**src/rtl/mpmc11_wr_burst_seq.sv**
```systemverilog
// Write burst sequencer for the mpmc11 MIG native app interface: issues len+1 write commands
// and streams len+1 data beats, letting data run at most MAX_LEAD beats ahead of commands.
`timescale 1ns/1ps
module mpmc11_wr_burst_seq #(
  parameter int unsigned DATA_WIDTH = 128,
  parameter int unsigned ADDR_WIDTH = 29,
  parameter int unsigned ADDR_INC   = 8,
  parameter int unsigned MAX_LEAD   = 2
) (
  input  logic                    clk,
  input  logic                    rst,
  input  logic                    req_valid,
  output logic                    req_ready,
  input  logic [ADDR_WIDTH-1:0]   req_addr,
  input  logic [7:0]              req_len,
  input  logic [DATA_WIDTH-1:0]   src_data,
  input  logic [DATA_WIDTH/8-1:0] src_mask,
  input  logic                    src_valid,
  output logic                    src_ready,
  input  logic                    app_rdy,
  input  logic                    app_wdf_rdy,
  output logic                    app_en,
  output logic [2:0]              app_cmd,
  output logic [ADDR_WIDTH-1:0]   app_addr,
  output logic                    app_wdf_wren,
  output logic [DATA_WIDTH-1:0]   app_wdf_data,
  output logic [DATA_WIDTH/8-1:0] app_wdf_mask,
  output logic                    app_wdf_end,
  output logic                    busy,
  output logic                    done
);

  typedef enum logic [1:0] {StIdle, StBurst, StDone} state_e;

  state_e                state_q, state_d;
  logic [8:0]            cmd_cnt_q, cmd_cnt_d;
  logic [8:0]            dat_cnt_q, dat_cnt_d;
  logic [7:0]            len_q, len_d;
  logic [ADDR_WIDTH-1:0] addr_q, addr_d;

  logic       in_burst, dok, cmd_fire, dat_fire;
  logic [8:0] len_p1;
  logic [9:0] lead_lim;

  // 9-bit counters so that len 255 (256 beats) can reach its terminal count.
  assign in_burst = (state_q == StBurst);
  assign len_p1   = {1'b0, len_q} + 9'd1;
  assign lead_lim = {1'b0, cmd_cnt_q} + 10'(MAX_LEAD);
  assign dok      = in_burst && (dat_cnt_q <= {1'b0, len_q}) && ({1'b0, dat_cnt_q} < lead_lim);

  assign req_ready    = (state_q == StIdle);
  assign busy         = (state_q != StIdle);
  assign done         = (state_q == StDone);
  assign app_en       = in_burst && (cmd_cnt_q <= {1'b0, len_q});
  assign app_cmd      = 3'b000;
  assign app_addr     = addr_q;
  assign src_ready    = dok && app_wdf_rdy;
  assign app_wdf_wren = dok && src_valid;
  assign app_wdf_data = src_data;
  assign app_wdf_mask = src_mask;
  assign app_wdf_end  = app_wdf_wren && (dat_cnt_q == {1'b0, len_q});
  assign cmd_fire     = app_en && app_rdy;
  assign dat_fire     = app_wdf_wren && app_wdf_rdy;

  always_comb begin
    state_d   = state_q;
    cmd_cnt_d = cmd_cnt_q;
    dat_cnt_d = dat_cnt_q;
    len_d     = len_q;
    addr_d    = addr_q;
    unique case (state_q)
      StIdle: begin
        if (req_valid) begin
          addr_d    = req_addr;
          len_d     = req_len;
          cmd_cnt_d = '0;
          dat_cnt_d = '0;
          state_d   = StBurst;
        end
      end
      StBurst: begin
        if (cmd_fire) begin
          cmd_cnt_d = cmd_cnt_q + 9'd1;
          addr_d    = addr_q + ADDR_WIDTH'(ADDR_INC);
        end
        if (dat_fire) begin
          dat_cnt_d = dat_cnt_q + 9'd1;
        end
        // Next-state counts so the final acceptance cycle moves straight to StDone.
        if ((cmd_cnt_d == len_p1) && (dat_cnt_d == len_p1)) begin
          state_d = StDone;
        end
      end
      StDone:  state_d = StIdle;
      default: state_d = StIdle;
    endcase
  end

  always_ff @(posedge clk or posedge rst) begin
    if (rst) begin
      state_q   <= StIdle;
      cmd_cnt_q <= '0;
      dat_cnt_q <= '0;
      len_q     <= '0;
      addr_q    <= '0;
    end else begin
      state_q   <= state_d;
      cmd_cnt_q <= cmd_cnt_d;
      dat_cnt_q <= dat_cnt_d;
      len_q     <= len_d;
      addr_q    <= addr_d;
    end
  end

endmodule

```
**config.mk**
```make
export PLATFORM = sky130hd
export DESIGN_NAME = mpmc11_wr_burst_seq
export DESIGN_NICKNAME = d
export VERILOG_FILES = /design/src/rtl/mpmc11_wr_burst_seq.sv
export SDC_FILE = /design/constraint.sdc
export NUM_CORES = 1
export LEC_CHECK = 0
export ABC_AREA = 1
export BUFFER_PORTS_ARGS = -buffer_cell sky130_fd_sc_hd__buf_2
export CELL_PAD_IN_SITES_DETAIL_PLACEMENT = 1
export CELL_PAD_IN_SITES_GLOBAL_PLACEMENT = 2
export CORE_AREA = 2 2 162 164
export CTS_CLUSTER_SIZE = 40
export DETAILED_ROUTE_END_ITERATION = 10
export DIE_AREA = 0 0 164 166
export GPL_TIMING_DRIVEN = 0
export PLACE_DENSITY_LB_ADDON = 0.1
export SYNTH_ARGS = -nofsm -noshare
export SYNTH_HDL_FRONTEND = slang
export SYNTH_SLANG_ARGS = --single-unit
```
**constraint.sdc**
```tcl
create_clock -name clk -period 7.9 [get_ports clk]
set_input_delay 1.58 -clock clk [delete_from_list [all_inputs] [get_ports clk]]
set_output_delay 1.58 -clock clk [all_outputs]
set_load 0.1 [all_outputs]
```
; Word-level counts from Yosys, hierarchy flattened
; Index checks and enable logic that the tools add are counted.
; W data, S select, Z words.
[totals]
reg_bits = 57
inputBits = 187
[classes]
reduce_logical = 16
muxes = 13
n_eq_ne = 8
add_sub_neg = 5
order_cmp = 3
[ops]
columns = cell, count
row1 = $mux W29, 2
row2 = $pmux W29 S2, 1
row3 = $mux W9, 5
row4 = $pmux W9 S2, 2
row5 = $add A29 B4 Y29 const B, 1
row6 = $add A9 B1 Y9 const B, 2
row7 = $eq A9 B9 Y1, 2
row8 = $le A9 B8 Y1, 2
row9 = $add A9 B2 Y10 const B, 1
row10 = $lt A9 B10 Y1, 1
row11 = $add A8 B1 Y9 const B, 1
row12 = $eq A9 B8 Y1, 1
row13 = $logic_and A1 B1 Y1, 9
row14 = $reduce_and A2 Y1, 3
row15 = $mux W2, 2
row16 = $ne A2 B1 Y1 const B, 2
row17 = $pmux W2 S2, 1
row18 = $reduce_bool A2 Y1, 2
row19 = $reduce_and A3 Y1, 1
row20 = $eq A2 B1 Y1 const B, 1
row21 = $eq A2 B2 Y1 const B, 1
row22 = $logic_not A2 Y1, 1
row23 = $ne A2 B2 Y1 const B, 1

; Depth between registers and ports, before layout
; Gate-level depths: netlist of the first run.
[depth]
word_depth = 11
depth_mapped = 24

; Worst setup path after synthesis of the first run
; OpenSTA, ideal clock, no wires.
[synth_path]
path_kind = input to output
start = in src_valid
end = out app_wdf_end
arrival_time_ns = 3.893
required_ns = 6.320
slack_ns = 2.427
path_stages = 3
path_cell_list = buf_2 inv_1 nor3_1
[synth_between]
elab_chain_len = 2
[synth_lines]
columns = element, line_no
row1 = from (decl), 18  ; input logic src_valid,
row2 = $logic_and A1 B1 Y1, 58  ; assign app_wdf_wren = dok && src_valid;
row3 = $logic_and A1 B1 Y1, 61  ; assign app_wdf_end = app_wdf_wren && (dat_cnt_q == {1'b0, len_q});
row4 = to (decl), 28  ; output logic app_wdf_end,
; Every way passes these cells.

; Final worst setup path of the first run
[layout_path]
start = reg cmd_cnt_q[2]
end = out app_wdf_end
[layout_between]
elab_chain_len = 5
[layout_lines]
columns = element, line_no
row1 = from (decl), 36  ; logic [8:0] cmd_cnt_q, cmd_cnt_d;
row2 = from (signal assigned), 108  ; cmd_cnt_q <= cmd_cnt_d;
row3 = $add A9 B2 Y10, 48  ; assign lead_lim = {1'b0, cmd_cnt_q} + 10'(MAX_LEAD);
row4 = $lt A9 B10 Y1, 49  ; assign dok = in_burst && (dat_cnt_q <= {1'b0, len_q}) && ({1'b0, dat_cnt_q} < lead_lim);
row5 = $logic_and A1 B1 Y1, 49
row6 = $logic_and A1 B1 Y1, 58
row7 = $logic_and A1 B1 Y1, 61
; Every way passes these cells.

==> reports/qor.csv, run 1 <==
metric,value,unit
drc,0,
start_util,22.63,%
ys_warn_count,0,
final.period_utilization,61.96,%
dominantRegCellSynth,dfrtp_1,
powerDensity,423.8,mW/mm²
clock-sinks,57,
crit_fanout,7,
clk_pin_slew,0.06,ns
track_usage,16.30,%
ctsResizeCount,0,
syn_area_per_cell,7.061,µm²
r2r_setup_slack,4.37,ns
synth_area,0.005797,mm²
tightest_slew,0.8057,ns
routed_wirelength,22170,µm
ctsHoldBuffers,0,
core,0.02562,mm²
finalHoldViolations,0,
grt_max_degree,58,
wl_per_cell,15.90,µm
syn_inst,821,
setup_violations,0,
cts_buffer_depth,2,
die_h,166,µm
relSlewSlack,46.29,%
row_count,59,
first_pass_iters,4,
synth_edf_count,0,
grt-ovfl-total,0,
grt_first_pass_wirelength,34180,µm
drive_gt1_share,40.32,%
io_buffers,221,
antenna_left,0,
num_vias,5962,
viasPerCell,4.277,
finalPower,0.003219,W
vdd_drop_max,0.2872,mV
die_x,164,µm
place.detailed.hpwl,18080,µm
nets,1271,
rsz0062_at_grt,false,
ys_async_sr_fraction,100.0,%
dieArea,0.02722,mm²
worstPathArrival,3.31,ns
finalCriticalPeriod,4.894,ns
gp_congestion,0.7884,
drv_slew,0,
antennaDiodeCount,0,
drtIter0Drc,201,
cts_made_buffers,9,
path_class,reg -> out,
fmax,204.3,MHz
status,"finished, final reports clean",
root_buffer,clkbuf_16,
post_cts_buffers,0,
clock_skew,0.009630,ns
cts_tree,built,
area_growth,31.04,%
htreeDepth,3,
cp.required,6.32,ns
hold_class,reg -> reg,
pin_count,370,
cp-start-kind,flop,
max-cap-violations,0,
setup-tns-final,0,ns
ys_types,41,
power.leakage,4.190,nW
antenna_found_initial,0,
synth.yosys.seq_area_share,24.61,%
crit_path_end_kind,output pin,
grt_pass1_vias,6071,
clk_latency,0.35,ns
synth_seq_cells,57,
-- cells by family after synthesis --
group           Yosys count  share of synthesized area (%)
simple gates            348                          26.94
buf+inv                 253                          26.35
compound gates           90                          8.914
flops                    57                          24.61
xor+xnor                 40                          6.281
fa+ha+maj                29                          6.259
mux                       3                         0.5827
other cells               1                        0.06469
-- per-layer routing --
| layer | track usage [%] | vias up | share of wire [%] |
|---|---|---|---|
| met5 | 0 | - | 0 |
| met4 | 3.547 | 0 | 1.1 |
| met3 | 2.223 | 13 | 4.2 |
| met2 | 29.87 | 165 | 52 |
| met1 | 20.08 | 2817 | 42 |
| li1 | - | 2967 | - |
-- final cells by class --
| class | instances | area (µm²) |
|---|---|---|
| plain buffers | 168 | 1209 |
| multi-input cells | 513 | 2850 |
| clock buffers | 12 | 246.5 |
| fillers | 3263 | 18020 |
| inverters | 85 | 321.6 |
| well taps | 335 | 419.2 |
| repair buffers | 221 | 1106 |
| flip-flops and latches | 57 | 1426 |
| clock inverters | 3 | 17.52 |
-- final timing paths --
path	from	cells after the start	end
setup / recovery	cmd_cnt_q[2]	14	app_wdf_end
hold / removal	app_addr[1]	1	app_addr[1]
setup reg to reg	cmd_cnt_q[2]	20	state_q[0]
hold reg to reg	app_addr[1]	1	app_addr[1]
max in group asynchronous	rst	2	dat_cnt_q[3]
min in group asynchronous	rst	2	app_addr[0]
-- where the power goes --
part           internal [W]  switching, W  total, W  leakage, nW
registers          0.000416      0.000193  0.000610        0.680
clock network      0.000218      0.000148  0.000366        0.128
logic              0.000558       0.00169   0.00224         3.38
total               0.00119       0.00203   0.00322         4.19
-- cells in the final DEF (no fill, tap or decap), drive strengths merged --
master    count
buf         380
nand2       186
inv          85
nor2         71
dfrtp        57
nand3        44
xor2         37
o21ai        36
ha           29
nand4        24
a21oi        23
clkbuf       21
o22ai        19
nor3         15
a31oi         8
mux2          3
nor4          3
conb          3
or2           3
a21o          2
xnor2         2
clkinv        2
nand3b        1
xnor3         1
a22oi         1
o31ai         1
or4           1
clkinvlp      1
-- stage by stage --
stage | setup slack [ns] | hold slack [ns] | area, µm² | util [%] | std cells
after floorplan | 2.427 | 0.5316 | 5804 | - | 823
after global placement | 3.286 | 0.4840 | 7330 | 28.61 | 1379
after detailed placement | 3.339 | 0.4906 | 7332 | 28.62 | 1379
after CTS | 2.950 | 0.5029 | 7596 | 29.65 | 1394
after global routing | 2.727 | 0.5312 | 7596 | 29.65 | 1394
final | 3.006 | 0.4970 | 7596 | 29.65 | 1394
-- cell usage after synthesis, types with 3 or more instances --
cell type,count,area (µm²)
a31oi_1,8,50.05
nor2_4,4,45.04
nor2_1,65,244.0
mux2_2,3,33.78
inv_2,3,11.26
o22ai_1,19,118.9
buf_4,149,1119
a21oi_1,21,105.1
nand2_2,12,75.07
nand3_1,42,210.2
nand2_1,174,653.1
xor2_1,37,324.1
ha_1,29,362.9
inv_1,82,307.8
nand4_1,23,143.9
nor3_1,13,65.06
nor4_1,3,18.77
dfrtp_1,57,1426
buf_2,9,45.04
o21ai_1,3,15.01
o21ai_0,31,155.2
clkbuf_1,9,33.78
-- worst max-delay path, cell delays in order, from the launching register on --
cell     delay, ns
dfrtp_1       0.54
inv_1         0.14
nor3_1        0.44
xor2_1        0.22
ha_1          0.25
nand2_1       0.08
inv_1         0.04
a21oi_1       0.19
nand2_1       0.08
nand2_1       0.05
nand2_1       0.04
nand2_1       0.15
nand2_1       0.11
nor3_1        0.17
buf_2         0.47
-- state kept, by name, indices dropped and copies added, names as in the netlist --
register	cells
cmd_cnt_q	9
state_q	2
app_addr	29
len_q	8
dat_cnt_q	9
(Power assumes the default switching activity.)
==> run 2: changes to the inputs <==
--- a/config.mk
+++ b/config.mk
@@ -9,10 +9,10 @@
 export BUFFER_PORTS_ARGS = -buffer_cell sky130_fd_sc_hd__buf_2
 export CELL_PAD_IN_SITES_DETAIL_PLACEMENT = 1
 export CELL_PAD_IN_SITES_GLOBAL_PLACEMENT = 2
-export CORE_AREA = 2 2 162 164
+export CORE_AREA = 2 2 170 172
 export CTS_CLUSTER_SIZE = 40
 export DETAILED_ROUTE_END_ITERATION = 10
-export DIE_AREA = 0 0 164 166
+export DIE_AREA = 0 0 172 174
 export GPL_TIMING_DRIVEN = 0
 export PLACE_DENSITY_LB_ADDON = 0.1
 export SYNTH_ARGS = -nofsm -noshare
==> constraint.sdc (replaced) <==
create_clock -name clk -period 4.6 [get_ports clk]
set_input_delay 0.92 -clock clk [delete_from_list [all_inputs] [get_ports clk]]
set_output_delay 0.92 -clock clk [all_outputs]
set_load 0.1 [all_outputs]
==> run 2 against run 1 <==
- hold slack improved by 0.0047 ns
- combinational power increased by 73%
- core utilization is 2.3 points lower
- die area rose by 9.9%
==> reports/qor.csv, run 2 (synthesized netlist as in run 1, its figures left out) <==
metric,value,unit,change
fmax,234.9,MHz,
drc,0,,unchanged
hold_class,reg -> reg,,
crit_fanout,7,,unchanged
grt_pass1_vias,6078,,+0.12%
area_growth,33.09,%,
gp_congestion,0.7816,,-0.86%
p_int,0.002147,W,+80%
drv_slew,0,,unchanged
pwr-share-comb,68.3,%,-1.4 points
tightest_slew,0.8240,ns,+0.01831 ns
cts_buffer_depth,2,,unchanged
row_count,62,,+5.1%
cp.required,3.68,ns,-2.64 ns
antenna_left,0,,unchanged
setup.worst_path.start,cmd_cnt_q[2],,
io_buffers,221,,unchanged
die_x,172,µm,+4.9%
swShare,62.15,%,-0.81 points
grt_first_pass_wirelength,34680,µm,+1.5%
postPlaceCellArea,0.007398,mm²,+0.90%
rsz0062_at_grt,false,,
power.leakage,4.216,nW,+0.60%
clk_pin_slew,0.06,ns,about the same
core,0.02824,mm²,+10%
setup-tns-final,0,ns,unchanged
wl_per_cell,15.85,µm,-0.30%
final.period_utilization,92.56,%,
finalInstanceArea,0.007715,mm²,+1.6%
place.detailed.hpwl,18740,µm,+3.6%
start_util,20.53,%,-2.1 points
powerDensity,735.1,mW/mm²,+73%
final_common_cell,buf_2,,
viasPerCell,4.111,,-3.9%
vdd_drop_max,0.4589,mV,+60%
pwr-share-clk,13.2,%,+1.8 points
finalHoldViolations,0,,unchanged
grt-ovfl-total,0,,unchanged
relSlewSlack,45.07,%,-1.2 points
drive_gt1_share,40.47,%,+0.15 points
grt_max_degree,58,,unchanged
die_h,174,µm,+4.8%
first_pass_iters,4,,unchanged
cts_tree,built,,
worstPathArrival,3.34,ns,+0.03 ns
reg2reg_from,cmd_cnt_q[2],,
cp-start-kind,flop,,
antenna_found_initial,1,,+1
pin_count,370,,unchanged
p_sw,0.003524,W,+74%
path_class,reg -> out,,
root_buffer,clkbuf_16,,
hp-start,app_addr[1],,
setup_violations,0,,unchanged
seqPwrFrac,18.5,%,-0.4 points
nets,1271,,unchanged
drtIter0Drc,182,,-9.5%
final_cell_mix,"buf_2 (229), nand2_1 (174), buf_4 (149)",,
fillCellCount,3617,,+11%
max-cap-violations,0,,unchanged
routed_wirelength,22910,µm,+3.3%
cts_made_buffers,9,,unchanged
num_vias,5940,,-0.37%
htreeDepth,3,,unchanged
track_usage,15.19,%,-1.1 points
clock-sinks,57,,unchanged
crit_path_end_kind,output pin,,
largest_register_ffs,29,,unchanged
dieArea,0.02993,mm²,+9.9%
finalCriticalPeriod,4.258,ns,
clock_skew,0.009672,ns,+0.00004208 ns
ctsHoldBuffers,0,,unchanged
clk_latency,0.35,ns,about the same
status,"finished, final reports clean",,
-- run 2: changes by cell type in the layout (fill, tap and decap cells not counted) --
cell / change
nor3_1: -1
clkbuf_8: -1
bufinv_16: +2
clkinvlp_4: -1
diode_2: +1
inv_6: +1
clkbuf_4: +1
buf_2: -1
nor3_2: +1
-- run 2: per-layer routing --
metal	global-route usage (%)	share of wire, %	vias to the layer above
li1	-	-	2969
met1	19.20	44	2804
met2	27.34	52	155
met3	2.254	4.3	12
met4	2.766	0.58	0
met5	0	0	-
-- run 2: worst max-delay path: stages (launching register included) --
cell and delay, ns:
dfrtp_1 0.53, inv_1 0.13, nor3_1 0.47, xor2_1 0.20, ha_1 0.25, nand2_1 0.10
inv_1 0.05, a21oi_1 0.20, nand2_1 0.08, nand2_1 0.07, nand2_1 0.05, nand2_1 0.18
nand2_1 0.14, nor2_1 0.10, buf_2 0.44
-- run 2: metrics by stage --
step,instances,total power (W),setup slack [ns],hold WS (ns),util [%]
after floorplan,823,0.004050,0.5534,0.5316,-
after global placement,1428,0.004965,0.6594,0.4849,26.19
after detailed placement,1428,0.004975,0.6582,0.4926,26.20
after CTS,1444,0.005752,0.2646,0.5062,27.30
after global routing,1444,0.006135,0.008786,0.5309,27.31
final,1445,0.005671,0.3420,0.5017,27.32
-- run 2: final timing paths --
kind	endpoint	slack (ns)	depth (start not counted)
min	app_addr[1]	0.50	1
min in group asynchronous	app_addr[2]	0.74	2
max	src_ready	0.34	14
min reg2reg	app_addr[1]	0.50	1
max in group asynchronous	app_addr[4]	3.31	2
max reg2reg	state_q[0]	1.03	23
-- run 2: power groups by stage --
stage | logic, W | clock network (W) | registers, W
finish | 0.00388 | 0.000748 | 0.00105
global route | 0.00425 | 0.000785 | 0.00110
CTS | 0.00393 | 0.000768 | 0.00106
detailed placement | 0.00391 | 0 | 0.00106
global placement | 0.00390 | 0 | 0.00107
floorplan | 0.00234 | 0 | 0.00171
-- run 2: repair_timing --
item / CTS / global route
resized for setup: 0 / 1
endpoints found under the setup margin: 0 / 1
setup buffers: 0 / 0
-- run 2: final cells by class --
cell class | instances | area, µm² | share of cell area [%]
clock buffer | 11 | 232.7 | 3.017
clock inverter | 5 | 78.83 | 1.022
buffer | 168 | 1209 | 15.67
sequential | 57 | 1426 | 18.49
antenna | 1 | 2.502 | 0.03244
multi-input combinational | 513 | 2855 | 37.01
tap | 384 | 480.5 | 6.228
inverter | 85 | 321.6 | 4.168
timing repair buffer | 221 | 1109 | 14.37
==> run 3: changes to the inputs <==
==> constraint.sdc (replaced) <==
create_clock -name clk -period 4.2 [get_ports clk]
set_input_delay 0.84 -clock clk [delete_from_list [all_inputs] [get_ports clk]]
set_output_delay 0.84 -clock clk [all_outputs]
set_load 0.05 [all_outputs]
==> run 3 against run 2 <==
- core utilization fell by 0.15 points
- cell count fell by 0.21%
- routed wire length fell by 1.5%
- flip-flop and latch count did not move
- clock skew barely moved
- sequential power rose by 9.5%
- final area fell by 0.54%
- hold slack barely moved
- critical path depth rose by 1
- critical path type unchanged
- critical endpoint is now app_wdf_end
- largest cell class unchanged
- largest power group unchanged
==> reports/qor.csv, run 3 (synthesized netlist as in run 1, its figures left out) <==
metric,value,unit,change
crit_fanout,7,,unchanged
drv_slew,0,,unchanged
core,0.02824,mm²,unchanged
drive_gt1_share,40.74,%,+0.27 points
final.period_utilization,90.64,%,
post_cts_buffers,0,,unchanged
antenna_found_initial,0,,-1
routed_wirelength,22570,µm,-1.5%
path_cells,ha_1 -> nand2_2 -> nor2_4 -> xor2_1 -> ha_1 -> nand2_1 -> inv_1 -> a21oi_1 -> nand2_1 -> nand2_1 -> nand2_1 -> nand2_1 -> nand2_1 -> nor3_1 -> buf_4,,
cp_top_family,simple AND/OR/NAND/NOR gates,,
worstPathArrival,2.97,ns,-0.37 ns
powerDensity,686.3,mW/mm²,-6.6%
grt_max_degree,58,,unchanged
ctsHoldBuffers,0,,unchanged
pwr-share-clk,13.3,%,about the same
wl_per_cell,15.65,µm,-1.3%
seqCellArea,0.001429,mm²,+0.18%
setup_slack,0.3933,ns,+0.05131 ns
cp.required,3.36,ns,-0.32 ns
post-route-util,27.18,%,-0.15 points
antenna_left,0,,unchanged
clk_pin_slew,0.06,ns,about the same
start_util,20.53,%,unchanged
fillCellCount,3601,,-0.44%
final_common_cell,buf_2,,
die_x,172,µm,unchanged
cts_buffer_depth,2,,unchanged
power.leakage,4.194,nW,-0.51%
row_count,62,,unchanged
nets,1271,,unchanged
drtIter0Drc,160,,-12%
largest_register_ffs,29,,unchanged
drc,0,,unchanged
cp_common_cell,nand2_1,,
clock_skew,0.009334,ns,-0.0003380 ns
pwr-share-comb,64.8,%,-3.5 points
cts_made_buffers,9,,unchanged
clk_latency,0.34,ns,about the same
viasPerCell,4.078,,-0.80%
finalCriticalPeriod,3.807,ns,
seqPwrFrac,21.9,%,+3.4 points
grt_pass1_vias,6106,,+0.46%
cp-start-kind,flop,,
track_usage,15.08,%,-0.11 points
antennaDiodeCount,0,,-1
status,"finished, final reports clean",,
rsz0062_at_grt,false,,
pin_count,370,,unchanged
area_growth,32.38,%,
path_class,reg -> out,,
first_pass_iters,4,,unchanged
clock-sinks,57,,unchanged
io_buffers,221,,unchanged
place_inst,1428,,unchanged
hold_class,reg -> reg,,
cpPeakStageDelay,0.47,ns,-0.06 ns
relSlewSlack,45.19,%,+0.12 points
finalHoldViolations,0,,unchanged
crit_path_end_kind,output pin,,
place.detailed.hpwl,18370,µm,-2.0%
cp_slowest_cell,dfrtp_2,,
cts_tree,built,,
max-cap-violations,0,,unchanged
die_h,174,µm,unchanged
multiInputGateArea,0.002855,mm²,unchanged
vdd_drop_max,0.3129,mV,-32%
setup-tns-final,0,ns,unchanged
swShare,57.10,%,-5.1 points
gp_congestion,0.7716,,-1.3%
fmax,262.7,MHz,
post-place-ws,0.5202,ns,-0.1380 ns
setup_violations,0,,unchanged
final_cell_mix,"buf_2 (229), nand2_1 (174), buf_4 (150)",,
num_vias,5880,,-1.0%
htreeDepth,3,,unchanged
grt_first_pass_wirelength,34740,µm,+0.18%
tightest_slew,0.8222,ns,-0.001813 ns
dieArea,0.02993,mm²,unchanged
instances_no_fill,1442,,-0.21%
worst-path-buf-inv,2,,-1
p_int,0.002260,W,+5.3%
grt-ovfl-total,0,,unchanged
p_sw,0.003007,W,-15%
root_buffer,clkbuf_16,,
-- run 3: path summary, 6_finish.rpt --
path                              start      endpoint  slack [ns]  depth (start not counted)
setup / recovery           cmd_cnt_q[2]   app_wdf_end        0.39                         15
hold / removal              app_addr[1]   app_addr[1]        0.50                          1
setup reg to reg           cmd_cnt_q[2]    state_q[0]        0.85                         24
hold reg to reg             app_addr[1]   app_addr[1]        0.50                          1
max in group asynchronous           rst  cmd_cnt_q[1]        2.95                          2
min in group asynchronous           rst   app_addr[0]        0.66                          2
-- run 3: per-layer routing --
layer	track usage, %	routed length [µm]	up-vias
li1	-	-	2979
met1	18.58	9628	2745
met2	27.93	11830	142
met3	1.617	892	14
met4	3.291	221	0
met5	0	0	-
-- run 3: worst register-to-register path: stages, from the launching register on --
cell and delay (ns):
dfrtp_2 0.47, ha_1 0.27, nand2_2 0.10, nor2_4 0.13
xor2_1 0.21, ha_1 0.28, nand2_1 0.10, inv_1 0.04
a21oi_1 0.19, nand2_1 0.08, nand2_1 0.05, nand2_1 0.04
nand2_1 0.15, nand4_1 0.14, buf_4 0.21, nand2_2 0.07
nand2_1 0.07, nand2_1 0.07, nand2_1 0.06, nor2_1 0.13
nand2_1 0.07, nor2_1 0.10, nand2_1 0.08, nand2_1 0.07
nand2_1 0.05
-- run 3: timing repair --
action	4_1_cts	5_1_grt
endpoints found under the setup margin	0	3
hold endpoints to repair	0	0
gates resized for setup	0	5
-- run 3: power groups by stage --
stage	Combinational (W)	Clock, W	Sequential (W)
after floorplan	0.00219	0	0.00143
after global placement	0.00345	0	0.00117
after detailed placement	0.00345	0	0.00117
after CTS	0.00347	0.000727	0.00116
after global routing	0.00386	0.000736	0.00121
final	0.00341	0.000699	0.00115
-- run 3: area by class of cell --
cell class / count / share of cell area (%)
multi-input cells: 513 / 37.21
flip-flops and latches: 57 / 18.62
inverters: 85 / 4.190
repair buffers: 221 / 14.45
clock buffers: 11 / 3.294
plain buffers: 168 / 15.75
well taps: 384 / 6.261
clock inverters: 3 / 0.2283
-- run 3: through the flow --
step                hold WS, ns  instance area [µm²]  power (W)
floorplan                0.5316                 5804   0.003625
global placement         0.4849                 7391   0.004625
detailed placement       0.4935                 7393   0.004619
CTS                      0.5068                 7664   0.005358
global route             0.5292                 7674   0.005805
finish                   0.5022                 7674   0.005266
